--- src/rtl/vga_timing_gen.sv ---
// Raster timing generator: horizontal/vertical counters with registered syncs, data-enable,
// active-area coordinates, line/frame strobes and a completed-frame counter.
module vga_timing_gen #(
  parameter int unsigned H_SYNC   = 44,
  parameter int unsigned H_BACK   = 148,
  parameter int unsigned H_ACTIVE = 1920,
  parameter int unsigned H_FRONT  = 88,
  parameter int unsigned V_SYNC   = 5,
  parameter int unsigned V_BACK   = 36,
  parameter int unsigned V_ACTIVE = 1080,
  parameter int unsigned V_FRONT  = 4
) (
  input  logic        clk,
  input  logic        rst,
  input  logic        pix_en,
  output logic        hsync,
  output logic        vsync,
  output logic        de,
  output logic [11:0] x,
  output logic [11:0] y,
  output logic        line_start,
  output logic        frame_start,
  output logic [7:0]  frame_cnt
);

  localparam int unsigned HTotal  = H_SYNC + H_BACK + H_ACTIVE + H_FRONT;
  localparam int unsigned VTotal  = V_SYNC + V_BACK + V_ACTIVE + V_FRONT;
  localparam int unsigned HStartI = H_SYNC + H_BACK;
  localparam int unsigned VStartI = V_SYNC + V_BACK;

  // One bit wider than the counters so an active window ending exactly at the
  // counter range limit still compares correctly.
  localparam logic [12:0] HSyncEnd = 13'(H_SYNC);
  localparam logic [12:0] HStart   = 13'(HStartI);
  localparam logic [12:0] HEnd     = 13'(HStartI + H_ACTIVE);
  localparam logic [12:0] HLast    = 13'(HTotal - 1);
  localparam logic [11:0] VSyncEnd = 12'(V_SYNC);
  localparam logic [11:0] VStart   = 12'(VStartI);
  localparam logic [11:0] VEnd     = 12'(VStartI + V_ACTIVE);
  localparam logic [11:0] VLast    = 12'(VTotal - 1);

  logic [11:0] hcnt_q, hcnt_d;
  logic [10:0] vcnt_q, vcnt_d;
  logic [12:0] h_ext;
  logic [11:0] v_ext;
  logic        h_last, v_last;
  logic        hsync_q, hsync_d, vsync_q, vsync_d, de_q, de_d;
  logic [11:0] x_q, x_d, y_q, y_d;
  logic        line_start_q, line_start_d, frame_start_q, frame_start_d;
  logic        frame_done_q, frame_done_d;
  logic [7:0]  frame_cnt_q;

  always_comb begin
    h_ext  = {1'b0, hcnt_q};
    v_ext  = {1'b0, vcnt_q};
    h_last = (h_ext == HLast);
    v_last = (v_ext == VLast);

    hcnt_d = h_last ? 12'd0 : hcnt_q + 12'd1;
    vcnt_d = vcnt_q;
    if (h_last) begin
      vcnt_d = v_last ? 11'd0 : vcnt_q + 11'd1;
    end

    hsync_d       = (h_ext >= HSyncEnd);
    vsync_d       = (v_ext >= VSyncEnd);
    de_d          = (h_ext >= HStart) && (h_ext < HEnd) && (v_ext >= VStart) && (v_ext < VEnd);
    x_d           = de_d ? 12'(h_ext - HStart) : 12'd0;
    y_d           = de_d ? (v_ext - VStart) : 12'd0;
    line_start_d  = (hcnt_q == 12'd0);
    frame_start_d = (hcnt_q == 12'd0) && (vcnt_q == 11'd0);
    frame_done_d  = h_last && v_last;
  end

  // frame_done_q delays the frame count by one enabled edge so the new value
  // appears on the same cycle as frame_start.
  always_ff @(posedge clk) begin
    if (rst) begin
      hcnt_q        <= '0;
      vcnt_q        <= '0;
      hsync_q       <= 1'b1;
      vsync_q       <= 1'b1;
      de_q          <= 1'b0;
      x_q           <= '0;
      y_q           <= '0;
      line_start_q  <= 1'b0;
      frame_start_q <= 1'b0;
      frame_done_q  <= 1'b0;
      frame_cnt_q   <= '0;
    end else if (pix_en) begin
      hcnt_q        <= hcnt_d;
      vcnt_q        <= vcnt_d;
      hsync_q       <= hsync_d;
      vsync_q       <= vsync_d;
      de_q          <= de_d;
      x_q           <= x_d;
      y_q           <= y_d;
      line_start_q  <= line_start_d;
      frame_start_q <= frame_start_d;
      frame_done_q  <= frame_done_d;
      frame_cnt_q   <= frame_cnt_q + {7'd0, frame_done_q};
    end
  end

  assign hsync       = hsync_q;
  assign vsync       = vsync_q;
  assign de          = de_q;
  assign x           = x_q;
  assign y           = y_q;
  assign line_start  = line_start_q;
  assign frame_start = frame_start_q;
  assign frame_cnt   = frame_cnt_q;

endmodule

--- config.mk ---
export PLATFORM = sky130hd
export DESIGN_NAME = vga_timing_gen
export DESIGN_NICKNAME = d
export VERILOG_FILES = /design/src/rtl/vga_timing_gen.sv
export SDC_FILE = /design/constraint.sdc
export NUM_CORES = 1
export LEC_CHECK = 0
export ABC_AREA = 1
export CAP_MARGIN = 20
export CORE_ASPECT_RATIO = 0.9
export CORE_UTILIZATION = 56
export DETAILED_ROUTE_END_ITERATION = 10
export GPL_ROUTABILITY_DRIVEN = 1
export PLACE_DENSITY = 0.87
export SLEW_MARGIN = 25
export SYNTH_ARGS = -nofsm -noshare
export SYNTH_HDL_FRONTEND = slang
export SYNTH_SLANG_ARGS = --single-unit
--- constraint.sdc ---
create_clock -name clk -period 2 [get_ports clk]
set_input_delay 0.2 -clock clk [delete_from_list [all_inputs] [get_ports clk]]
set_output_delay 0.2 -clock clk [all_outputs]
set_load 0.01 [all_outputs]
Word-level counts from Yosys, hierarchy flattened

Index checks and enable logic that the tools add are counted.

Bits in registers: 61
Latch bits: 0
Bits in writable memories: 0
Memory bits (read-only): 0
Input port bits: 3
Output and inout bits: 37
Word-level logic and storage cells: 36
Memories kept: 0

Add/sub/neg operators: 5
Multiply operators: 0
Div/mod/pow operators: 0
Magnitude comparators: 6
Equality and inequality tests: 2
Shift-type cells: 0
Muxes and demuxes: 4
Bitwise logic cells: 0
Reduce and logical (&&, ||, !) cells: 8

Operators by type and width:

| operator                                                                | count |
|---|---|
| 12-bit two-way mux                                                      | 3 |
| 12-bit by 1-bit adder with 12-bit output (second input constant)        | 1 |
| 12-bit == test (second input constant)                                  | 1 |
| 12-bit by 6-bit >= comparator with 1-bit output (second input constant) | 1 |
| 12-bit by 8-bit >= comparator with 1-bit output (second input constant) | 1 |
| 12-bit zero test                                                        | 1 |
| 12-bit less-than comparator (second input constant)                     | 1 |
| 11-bit by 6-bit subtractor with 12-bit output (second input constant)   | 1 |
| 12-bit by 8-bit subtractor with 12-bit output (second input constant)   | 1 |
| 11-bit by 1-bit adder with 11-bit output (second input constant)        | 1 |
| 11-bit == test (second input constant)                                  | 1 |
| 11-bit by 3-bit >= comparator with 1-bit output (second input constant) | 1 |
| 11-bit by 6-bit >= comparator with 1-bit output (second input constant) | 1 |
| 11-bit zero test                                                        | 1 |
| 11-bit less-than comparator (second input constant)                     | 1 |
| 11-bit two-way mux                                                      | 1 |
| 8-bit by 1-bit adder with 8-bit output                                  | 1 |
| 1-bit logical AND                                                       | 5 |
| 2-bit AND reduction                                                     | 1 |

Logic depth before layout (Yosys ltp)

Gate-level depths: netlist of run 1.

Depth after elaboration: 5
Mapped depth: 11
Gate-level depth less buffers: 11

Least setup slack after synthesis of run 1

No wires, ideal clock.

Path kind: register to register
From: reg vcnt_q[0]
To: reg y_q[8] (netlist: y[8])
Setup time: 0.071 ns
Arrival: 1.512 ns
Required time: 1.929 ns
Setup slack: 0.417 ns
Stages on the path, launching flop included: 11
Path buffers: 1
Clock period less this slack: 1.583 ns
Cells stage by stage: dfxtp_1 -> inv_1 -> ha_1 -> nand3_1 -> nand2_1 -> nand2_1 -> nand3_2 -> nor2_8 -> buf_8 -> nand2_2 -> a21oi_2

Word-level cells in the longest chain between the ends: 4
Elaborated cells between the ends (all ways): 6
Those cells by class: add/sub (1); order compare (2); mux (1); reduce/logical (2)

RTL lines:

| what                                            | RTL line | source |
|---|---|---|
| start, declared                                 | 43       | `logic [10:0] vcnt_q, vcnt_d;` |
| start signal, assigned                          | 92       | `vcnt_q <= vcnt_d;` |
| 11-bit by 6-bit >= comparator with 1-bit output | 67       | `de_d = (h_ext >= HStart) && (h_ext < HEnd) && (v_ext >= VStart) && (v_ext < VEnd);` |
| 1-bit logical AND (2 in a row)                  | 67       |  |
| 12-bit two-way mux (*)                          | 69       | `y_d = de_d ? (v_ext - VStart) : 12'd0;` |
| end signal, assigned                            | 97       | `y_q <= y_d;` |
| end, declared                                   | 48       | `logic [11:0] x_q, x_d, y_q, y_d;` |

Every way passes the cells marked *; elsewhere a longest branch is shown, timed or not.
A chain may end at the register's enable or synchronous reset.

Worst setup path after layout of run 1

From: reg hcnt_q[6]
To: reg y_q[10] (netlist: y[10])

Word-level cells in the longest chain between the ends: 5
Elaborated cells between the ends (all ways): 6
Those cells by class: order compare (2); mux (1); reduce/logical (3)

RTL lines:

| what                                                                                           | RTL line | source |
|---|---|---|
| start, declared                                                                                | 42       | `logic [11:0] hcnt_q, hcnt_d;` |
| start signal, assigned                                                                         | 91       | `hcnt_q <= hcnt_d;` |
| 12-bit by 8-bit >= comparator with 1-bit output or 12-bit less-than comparator (tied branches) | 67       |  |
| 1-bit logical AND (*) (3 in a row)                                                             | 67       |  |
| 12-bit two-way mux (*)                                                                         | 69       |  |

Marks and branches as above.

==> results of run 1 <==
-- Yosys cell counts --
library cell / n
sky130_fd_sc_hd__nand2_1: 114
sky130_fd_sc_hd__dfxtp_1: 61
sky130_fd_sc_hd__nor2_1: 60
sky130_fd_sc_hd__inv_1: 37
sky130_fd_sc_hd__nand3_1: 29
sky130_fd_sc_hd__a21oi_1: 25
sky130_fd_sc_hd__nand2_2: 22
sky130_fd_sc_hd__a21oi_2: 19
sky130_fd_sc_hd__xor2_1: 14
sky130_fd_sc_hd__ha_1: 12
sky130_fd_sc_hd__nand4_1: 10
sky130_fd_sc_hd__nor3_1: 9
sky130_fd_sc_hd__o21ai_0: 9
sky130_fd_sc_hd__clkbuf_1: 7
sky130_fd_sc_hd__buf_2: 6
sky130_fd_sc_hd__inv_2: 6
sky130_fd_sc_hd__nor4_1: 4
sky130_fd_sc_hd__nand3_2: 3
sky130_fd_sc_hd__buf_4: 2
sky130_fd_sc_hd__buf_8: 2
sky130_fd_sc_hd__nor2_2: 2
sky130_fd_sc_hd__o21a_1: 2
sky130_fd_sc_hd__xnor2_1: 2
sky130_fd_sc_hd__buf_1: 1
sky130_fd_sc_hd__nand2_4: 1
sky130_fd_sc_hd__nand3_4: 1
sky130_fd_sc_hd__nand3b_1: 1
sky130_fd_sc_hd__nor2_4: 1
sky130_fd_sc_hd__nor2_8: 1
sky130_fd_sc_hd__nor3_2: 1
sky130_fd_sc_hd__nor3b_1: 1
sky130_fd_sc_hd__o21ai_2: 1
sky130_fd_sc_hd__o31ai_1: 1
-- power by group through the flow --
stage / logic [mW] / clock network, mW / registers [mW]
6_report: 0.108 / 1.20 / 1.24
5_1_grt: 0.119 / 1.27 / 1.24
4_1_cts: 0.108 / 1.21 / 1.24
3_5_place_dp: 0.107 / 0 / 1.27
3_3_place_gp: 0.102 / 0 / 1.27
2_1_floorplan: 0.0620 / 0 / 1.27
-- routing by layer --
metal | routed length (µm) | global-route usage, % | up-vias | part of all wire [%]
met5 | 0 | 0 | - | 0
met4 | 199 | 13.6 | 0 | 2.5
met3 | 537 | 4.93 | 18 | 6.8
met2 | 3530 | 41.7 | 106 | 44
met1 | 3670 | 35.0 | 1426 | 46
li1 | - | - | 1578 | -
-- logic make-up after synthesis --
group,share of synthesized area (%)
simple gates,35.8
xor+xnor,4.19
fa+ha+maj,4.49
flops,36.5
buf+inv,7.97
compound gates,11.0
-- flip-flops by register name (all words and copies together), names as in the netlist, 8 cells and up --
register   flops
x             12
vcnt_q        11
y             12
frame_cnt      8
hcnt_q        12
-- worst max-delay path, cell delays in order (launching register included) --
cell and delay (ns):
sky130_fd_sc_hd__dfxtp_1 0.36, sky130_fd_sc_hd__inv_1 0.16, sky130_fd_sc_hd__ha_1 0.20, sky130_fd_sc_hd__inv_1 0.05
sky130_fd_sc_hd__nor2_1 0.08, sky130_fd_sc_hd__nand2_1 0.06, sky130_fd_sc_hd__a21oi_1 0.15, sky130_fd_sc_hd__nand3_2 0.13
sky130_fd_sc_hd__nor2_8 0.15, sky130_fd_sc_hd__buf_12 0.19, sky130_fd_sc_hd__nand2_2 0.07, sky130_fd_sc_hd__a21oi_2 0.13
-- how the worst max path moves through the flow --
stage | slack (ns) | start | cells after the start | endpoint
2_1_floorplan | 0.42 | vcnt_q[0]$_SDFFE_PP0P_ | 10 | y[8]$_SDFFE_PP0P_
3_3_place_gp | 0.16 | pix_en | 6 | hcnt_q[9]$_SDFFE_PP0P_
3_5_place_dp | 0.06 | pix_en | 8 | hcnt_q[11]$_SDFFE_PP0P_
4_1_cts | 0.18 | hcnt_q[6]$_SDFFE_PP0P_ | 11 | y[10]$_SDFFE_PP0P_
5_1_grt | 0.05 | hcnt_q[6]$_SDFFE_PP0P_ | 11 | y[11]$_SDFFE_PP0P_
6_report | 0.20 | hcnt_q[6]$_SDFFE_PP0P_ | 11 | y[10]$_SDFFE_PP0P_
-- per-stage QoR --
stage	util, %	instances
final	70.2	585
after global routing	70.2	585
after CTS	70.2	585
after detailed placement	66.5	569
after global placement	66.5	569
after floorplan	-	467
-- layout make-up --
cell class,instances,area (µm²)
Multi-Input combinational cell,345,1850
Clock inverter,6,86.3
Sequential cell,61,1220
Clock buffer,10,128
Inverter,43,161
Fill cell,464,1710
Timing Repair Buffer,50,480
Tap cell,70,87.6
==> results.py, run 1 <==
metrics = {
    "status": {
        "run_status": "finished, final reports clean",
    },
    "timing": {
        "setup_slack_after_layout_ns": 0.205,
        "final_hold_viol_count": 0,
        "setup-violations-final": 0,
        "rsz_0062_raised_after_global_routing": "no",
        "setup_total_negative_slack_ns": 0,
        "worst_case_headroom_to_the_max_slew_limit_pct": 72.8,
        "finalWorstPathRequiredPeriod_ns": 1.80,
        "finalCritPeriodShare_pct": 89.8,
        "finalClockSkew_ns": 0.00807,
        "transition_time_of_the_tightest_slew_check_pin_ns": 0.408,
        "clock.fmax_ghz": 0.557,
        "final_max_slew_viol_count": 0,
        "finalHoldWorstSlack_ns": 0.308,
    },
    "floorplan": {
        "num_rows": 26,
        "dieWidth_um": 83.4,
        "chipHeight_um": 75.3,
        "ioPinCount": 40,
        "initial_core_util_pct": 58.4,
        "die_area_mm2": 0.00628,
        "core_area_mm2": 0.00573,
    },
    "power": {
        "sequentialPowerShare_pct": 48.6,
        "internal_power_mw": 1.97,
        "total_leakage_power_nw": 1.61,
        "total_power_mw": 2.55,
        "psw_mw": 0.583,
        "power.switching_fraction_pct": 22.8,
        "maximum_resistive_drop_on_vdd_mv": 0.599,
        "combPwrFrac_pct": 4.2,
        "power_per_cell_area_mw_per_mm2": 635,
        "clock_power_share_pct": 47.2,
    },
    "clock_network": {
        "cts.reportedPaths.clkPinSlew_ns": 0.07,
        "worst_skew_pair_latency_ns": 0.35,
        "number_of_buffers_on_the_longest_clock_path": 2,
        "tritoncts.num_buffers": 9,
        "cts_root_buffer": "sky130_fd_sc_hd__clkbuf_8",
        "post_cts.repair.setup_buffers": 0,
        "numClockSinks": 61,
        "post_cts_resized": 0,
        "post_cts_hold_buffer_count": 0,
        "depth_of_the_cts_h_tree": 3,
        "cts_tree": "done",
    },
    "grt": {
        "first_global_vias": 2811,
        "grt_antenna_before_repair": 0,
        "gr-total-overflow": 0,
        "grt_pass1_wl_um": 12800,
        "grt_max_degree": 27,
        "global_route.usage.total_pct": 26.3,
    },
    "placed_design": {
        "minimum_setup_slack_after_placement_ns": 0.0570,
        "post_dp_cell_area_mm2": 0.00380,
        "place.gp.congestion": 1.02,
        "place.port_buffers": 39,
        "place_hpwl_um": 5810,
    },
    "critical_path": {
        "startpoint_type": "flip-flop",
        "r2r_end": "y[10]$_SDFFE_PP0P_",
        "worstSetupPathType": "reg -> reg",
        "cp-end-kind": "flip-flop",
        "worst_ep_required_time_ns": 2.28,
        "r2r_start": "hcnt_q[6]$_SDFFE_PP0P_",
        "reg2reg_depth": 11,
        "worst_ep_arrival_time_ns": 2.08,
        "cp_max_fo": 21,
        "r2r_setup_slack_ns": 0.20,
    },
    "routing": {
        "detail_route.iter0.violations": 256,
        "routedWlPerCell_um": 13.6,
        "detail_route.drc_violations": 0,
        "via_count": 3128,
        "vias_cell": 5.35,
        "postRouteWirelength_um": 7940,
        "drtPass1Iterations": 4,
        "drtAntennaViolNets": 0,
    },
    "logic_synthesis": {
        "synth_area_mm2": 0.00334,
        "synth-seq-cells": 61,
        "synthDistinctLibCells": 33,
        "synth.largest_area_cell": "sky130_fd_sc_hd__dfxtp_1",
        "synth.yosys.seq_area_share_pct": 36.5,
        "netlist_top_cells_area": "sky130_fd_sc_hd__dfxtp_1 (37%), sky130_fd_sc_hd__nand2_1 (13%), sky130_fd_sc_hd__nor2_1 (6.7%)",
        "synth_nets": 482,
        "synth_top_area_share_pct": 36.5,
        "yosys_warnings": 0,
        "synthesis.instances": 467,
        "syn_avg_cell_area_um2": 7.16,
    },
    "min_path": {
        "min_to": "frame_cnt[4]$_SDFFE_PP0P_",
        "worstHoldPathType": "in -> reg",
        "worst_hold_startpoint": "rst",
        "min_path_cells": 4,
    },
    "cells_and_area": {
        "final_cell_area_mm2": 0.00402,
        "layout_commonest_cell": "sky130_fd_sc_hd__nand2_1",
        "number_of_antenna_cells_inserted": 0,
        "drive_gt1_share_pct": 16.5,
        "synthToLayoutAreaGrowth_pct": 20.3,
        "most_used_cells_in_the_layout_excluding_fill_and_tap_cells": "sky130_fd_sc_hd__nand2_1 (114), sky130_fd_sc_hd__dfxtp_1 (61), sky130_fd_sc_hd__nor2_1 (60)",
        "final_net_count": 525,
    },
    "run": {
        "max_cap_violations": 0,
    },
}
No activity file was read; power rests on OpenSTA's default activity.
==> run 2: changes to the inputs <==
--- a/config.mk
+++ b/config.mk
@@ -5,13 +5,13 @@
 export SDC_FILE = /design/constraint.sdc
 export NUM_CORES = 1
 export LEC_CHECK = 0
-export ABC_AREA = 1
 export CAP_MARGIN = 20
 export CORE_ASPECT_RATIO = 0.9
-export CORE_UTILIZATION = 56
+export CORE_UTILIZATION = 55
 export DETAILED_ROUTE_END_ITERATION = 10
 export GPL_ROUTABILITY_DRIVEN = 1
-export PLACE_DENSITY = 0.87
+export GPL_TIMING_DRIVEN = 1
+export PLACE_DENSITY = 0.86
 export SLEW_MARGIN = 25
 export SYNTH_ARGS = -nofsm -noshare
 export SYNTH_HDL_FRONTEND = slang
==> results.py, run 2 <==
metrics = {
    "grt": {
        "grt_antenna_before_repair": 0,
        "grt_pass1_wl_um": 12800,
        "global_route.usage.total_pct": 28.7,
        "grt_max_degree": 44,
        "gr-total-overflow": 0,
        "first_global_vias": 2725,
    },
    "logic_synthesis": {
        "ys_dominant_reg_cell": "sky130_fd_sc_hd__dfxtp_1",
        "yosysMostFrequentCell": "sky130_fd_sc_hd__dfxtp_1",
        "synthesis.instances": 351,
        "yosys_warnings": 0,
        "synthDistinctLibCells": 49,
        "synth_top_area_share_pct": 39.5,
        "synth_nets": 366,
        "synth.largest_area_cell": "sky130_fd_sc_hd__dfxtp_1",
        "synth_enable_flop_cells": 0,
        "synth-seq-cells": 61,
        "netlist_top_cells_area": "sky130_fd_sc_hd__dfxtp_1 (39%), sky130_fd_sc_hd__ha_1 (4.9%), sky130_fd_sc_hd__a21oi_1 (3.7%)",
        "synth-async-reset-ratio_pct": 0,
        "synth_top_cells_by_count": "sky130_fd_sc_hd__dfxtp_1 (61), sky130_fd_sc_hd__nor2_1 (30), sky130_fd_sc_hd__nand2_1 (27)",
        "synth.yosys.seq_area_share_pct": 39.5,
        "syn_avg_cell_area_um2": 8.82,
        "synth_area_mm2": 0.00310,
    },
    "floorplan": {
        "dieWidth_um": 81.1,
        "num_rows": 25,
        "ioPinCount": 40,
        "core_area_mm2": 0.00535,
        "die_area_mm2": 0.00593,
        "initial_core_util_pct": 57.9,
        "chipHeight_um": 73.2,
    },
    "timing": {
        "final_hold_viol_count": 0,
        "final_max_slew_viol_count": 0,
        "finalCritPeriodShare_pct": 98.4,
        "finalClockSkew_ns": 0.0106,
        "setup_slack_after_layout_ns": 0.0326,
        "setup-violations-final": 0,
        "finalWorstPathRequiredPeriod_ns": 1.97,
        "worst_case_headroom_to_the_max_slew_limit_pct": 66.4,
        "rsz_0062_raised_after_global_routing": "yes",
        "clock.fmax_ghz": 0.508,
        "transition_time_of_the_tightest_slew_check_pin_ns": 0.505,
        "finalHoldWorstSlack_ns": 0.467,
    },
    "placed_design": {
        "place.port_buffers": 39,
        "place_hpwl_um": 5390,
        "minimum_setup_slack_after_placement_ns": 0.00410,
        "place.gp.congestion": 0.893,
        "placed_cells_incl_taps": 463,
    },
    "min_path": {
        "min_to": "x[5]$_SDFFE_PP0P_",
        "worst_hold_startpoint": "x[5]$_SDFFE_PP0P_",
        "worstHoldPathType": "reg -> reg",
        "min_path_cells": 2,
    },
    "routing": {
        "detail_route.drc_violations": 0,
        "via_count": 2899,
        "vias_cell": 6.01,
        "routedWlPerCell_um": 16.3,
        "detail_route.iter0.violations": 142,
        "drtPass1Iterations": 6,
        "postRouteWirelength_um": 7840,
        "drtAntennaViolNets": 0,
    },
    "clock_network": {
        "cts.reportedPaths.clkPinSlew_ns": 0.07,
        "cts_root_buffer": "sky130_fd_sc_hd__clkbuf_8",
        "tritoncts.num_buffers": 9,
        "numClockSinks": 61,
        "worst_skew_pair_latency_ns": 0.35,
        "number_of_buffers_on_the_longest_clock_path": 2,
        "depth_of_the_cts_h_tree": 3,
        "cts_tree": "done",
    },
    "critical_path": {
        "worstSetupPathType": "reg -> reg",
        "r2r_start": "hcnt_q[6]$_SDFFE_PP0P_",
        "path_cells": "inv_4 -> ha_1 -> or4b_4 -> a221oi_4 -> buf_4 -> a32oi_1 -> a211oi_1",
        "critical_path_buf_inv_count": 2,
        "critical-path-slowest-cell": "sky130_fd_sc_hd__or4b_4",
        "r2r_setup_slack_ns": 0.03,
        "worst_ep_arrival_time_ns": 2.23,
        "cp_max_fo": 7,
        "startpoint_type": "flip-flop",
        "cpLargestDelayFamily": "compound AO/OA/AOI/OAI gates",
        "cp-end-kind": "flip-flop",
        "timing.critical_path.from": "hcnt_q[6]$_SDFFE_PP0P_",
        "crit_path_max_incr_delay_ns": 0.48,
        "r2r_end": "y[9]$_SDFFE_PP0P_",
        "reg2reg_depth": 7,
        "worst_ep_required_time_ns": 2.27,
    },
    "power": {
        "psw_mw": 0.595,
        "total_leakage_power_nw": 1.46,
        "maximum_resistive_drop_on_vdd_mv": 0.628,
        "power.switching_fraction_pct": 23.2,
        "sequentialPowerShare_pct": 48.4,
        "clock_power_share_pct": 45.3,
        "internal_power_mw": 1.97,
        "combPwrFrac_pct": 6.3,
        "total_power_mw": 2.56,
        "power_per_cell_area_mw_per_mm2": 649,
    },
    "cells_and_area": {
        "ff_latch_area_mm2": 0.00123,
        "synthToLayoutAreaGrowth_pct": 27.7,
        "fillers": 395,
        "drive_gt1_share_pct": 17.8,
        "layout.cells.non_filler": 482,
        "final_net_count": 425,
        "number_of_antenna_cells_inserted": 0,
        "most_used_cells_in_the_layout_excluding_fill_and_tap_cells": "sky130_fd_sc_hd__dfxtp_1 (58), sky130_fd_sc_hd__clkdlybuf4s50_1 (39), sky130_fd_sc_hd__buf_4 (34)",
        "layout_commonest_cell": "sky130_fd_sc_hd__dfxtp_1",
        "multiInputGateArea_mm2": 0.00172,
    },
    "run": {
        "max_cap_violations": 0,
    },
    "status": {
        "run_status": "finished, final reports clean",
    },
}
==> run 2: cell type report <==
type                    instances  share of cell area [%]
flip-flops and latches         61                    31.1
repair buffers                 74                    16.6
well taps                      67                    2.12
clock inverters                 3                    1.08
clock buffers                  13                    4.27
multi-input cells             250                    43.5
inverters                      14                    1.39
==> run 2: layer usage <==
metal  up-vias  GRT usage [%]  share of wire (%)
met1      1382           35.7                 43
met5         -              0                  0
li1       1396              -                  -
met4         0           11.3                1.3
met2       110           47.2                 49
met3        11           7.38                5.9
==> run 2: through the flow <==
| stage | area, µm² | TNS, ns | utilization [%] |
|---|---|---|---|
| after floorplan | 3100 | 0 | - |
| after global placement | 3700 | 0 | 69.2 |
| after detailed placement | 3700 | 0 | 69.2 |
| after CTS | 3940 | 0 | 73.6 |
| after global routing | 3950 | -0.0977 | 73.9 |
| final | 3950 | 0 | 73.9 |
==> run 2: kinds of logic after synthesis <==
family / synth area share [%]
simple gates: 22.7
compound gates: 19.5
flops: 39.5
buf+inv: 5.42
xor+xnor: 7.07
fa+ha+maj: 4.85
mux: 0.970
==> run 2: worst reg2reg max path, cell delays in order, from the launching register on <==
cell and delay (ns):
sky130_fd_sc_hd__dfxtp_4 0.35, sky130_fd_sc_hd__inv_4 0.05, sky130_fd_sc_hd__ha_1 0.12, sky130_fd_sc_hd__or4b_4 0.48, sky130_fd_sc_hd__a221oi_4 0.32, sky130_fd_sc_hd__buf_4 0.22
sky130_fd_sc_hd__a32oi_1 0.11, sky130_fd_sc_hd__a211oi_1 0.23
==> run 2: repair_timing <==
action	CTS	global route
setup buffers	3	0
endpoints found under the hold margin	0	0
resized for setup	0	4
hold buffers	0	0
pin swaps	0	1
endpoints found under the setup margin	7	10
==> run 2: power groups by stage <==
stage	Combinational [mW]	Clock, mW	Sequential, mW
2_1_floorplan	0.101	0	1.27
3_3_place_gp	0.154	0	1.27
3_5_place_dp	0.158	0	1.27
4_1_cts	0.160	1.19	1.24
5_1_grt	0.174	1.23	1.24
6_report	0.161	1.16	1.24
==> run 2: worst max path at each step <==
stage                              end  cells past startpoint
floorplan            x[0]$_SDFFE_PP0P_                      7
global placement    y[10]$_SDFFE_PP0P_                      6
detailed placement   x[9]$_SDFFE_PP0P_                      6
CTS                 y[10]$_SDFFE_PP0P_                      7
global route         y[9]$_SDFFE_PP0P_                      7
finish               y[9]$_SDFFE_PP0P_                      7
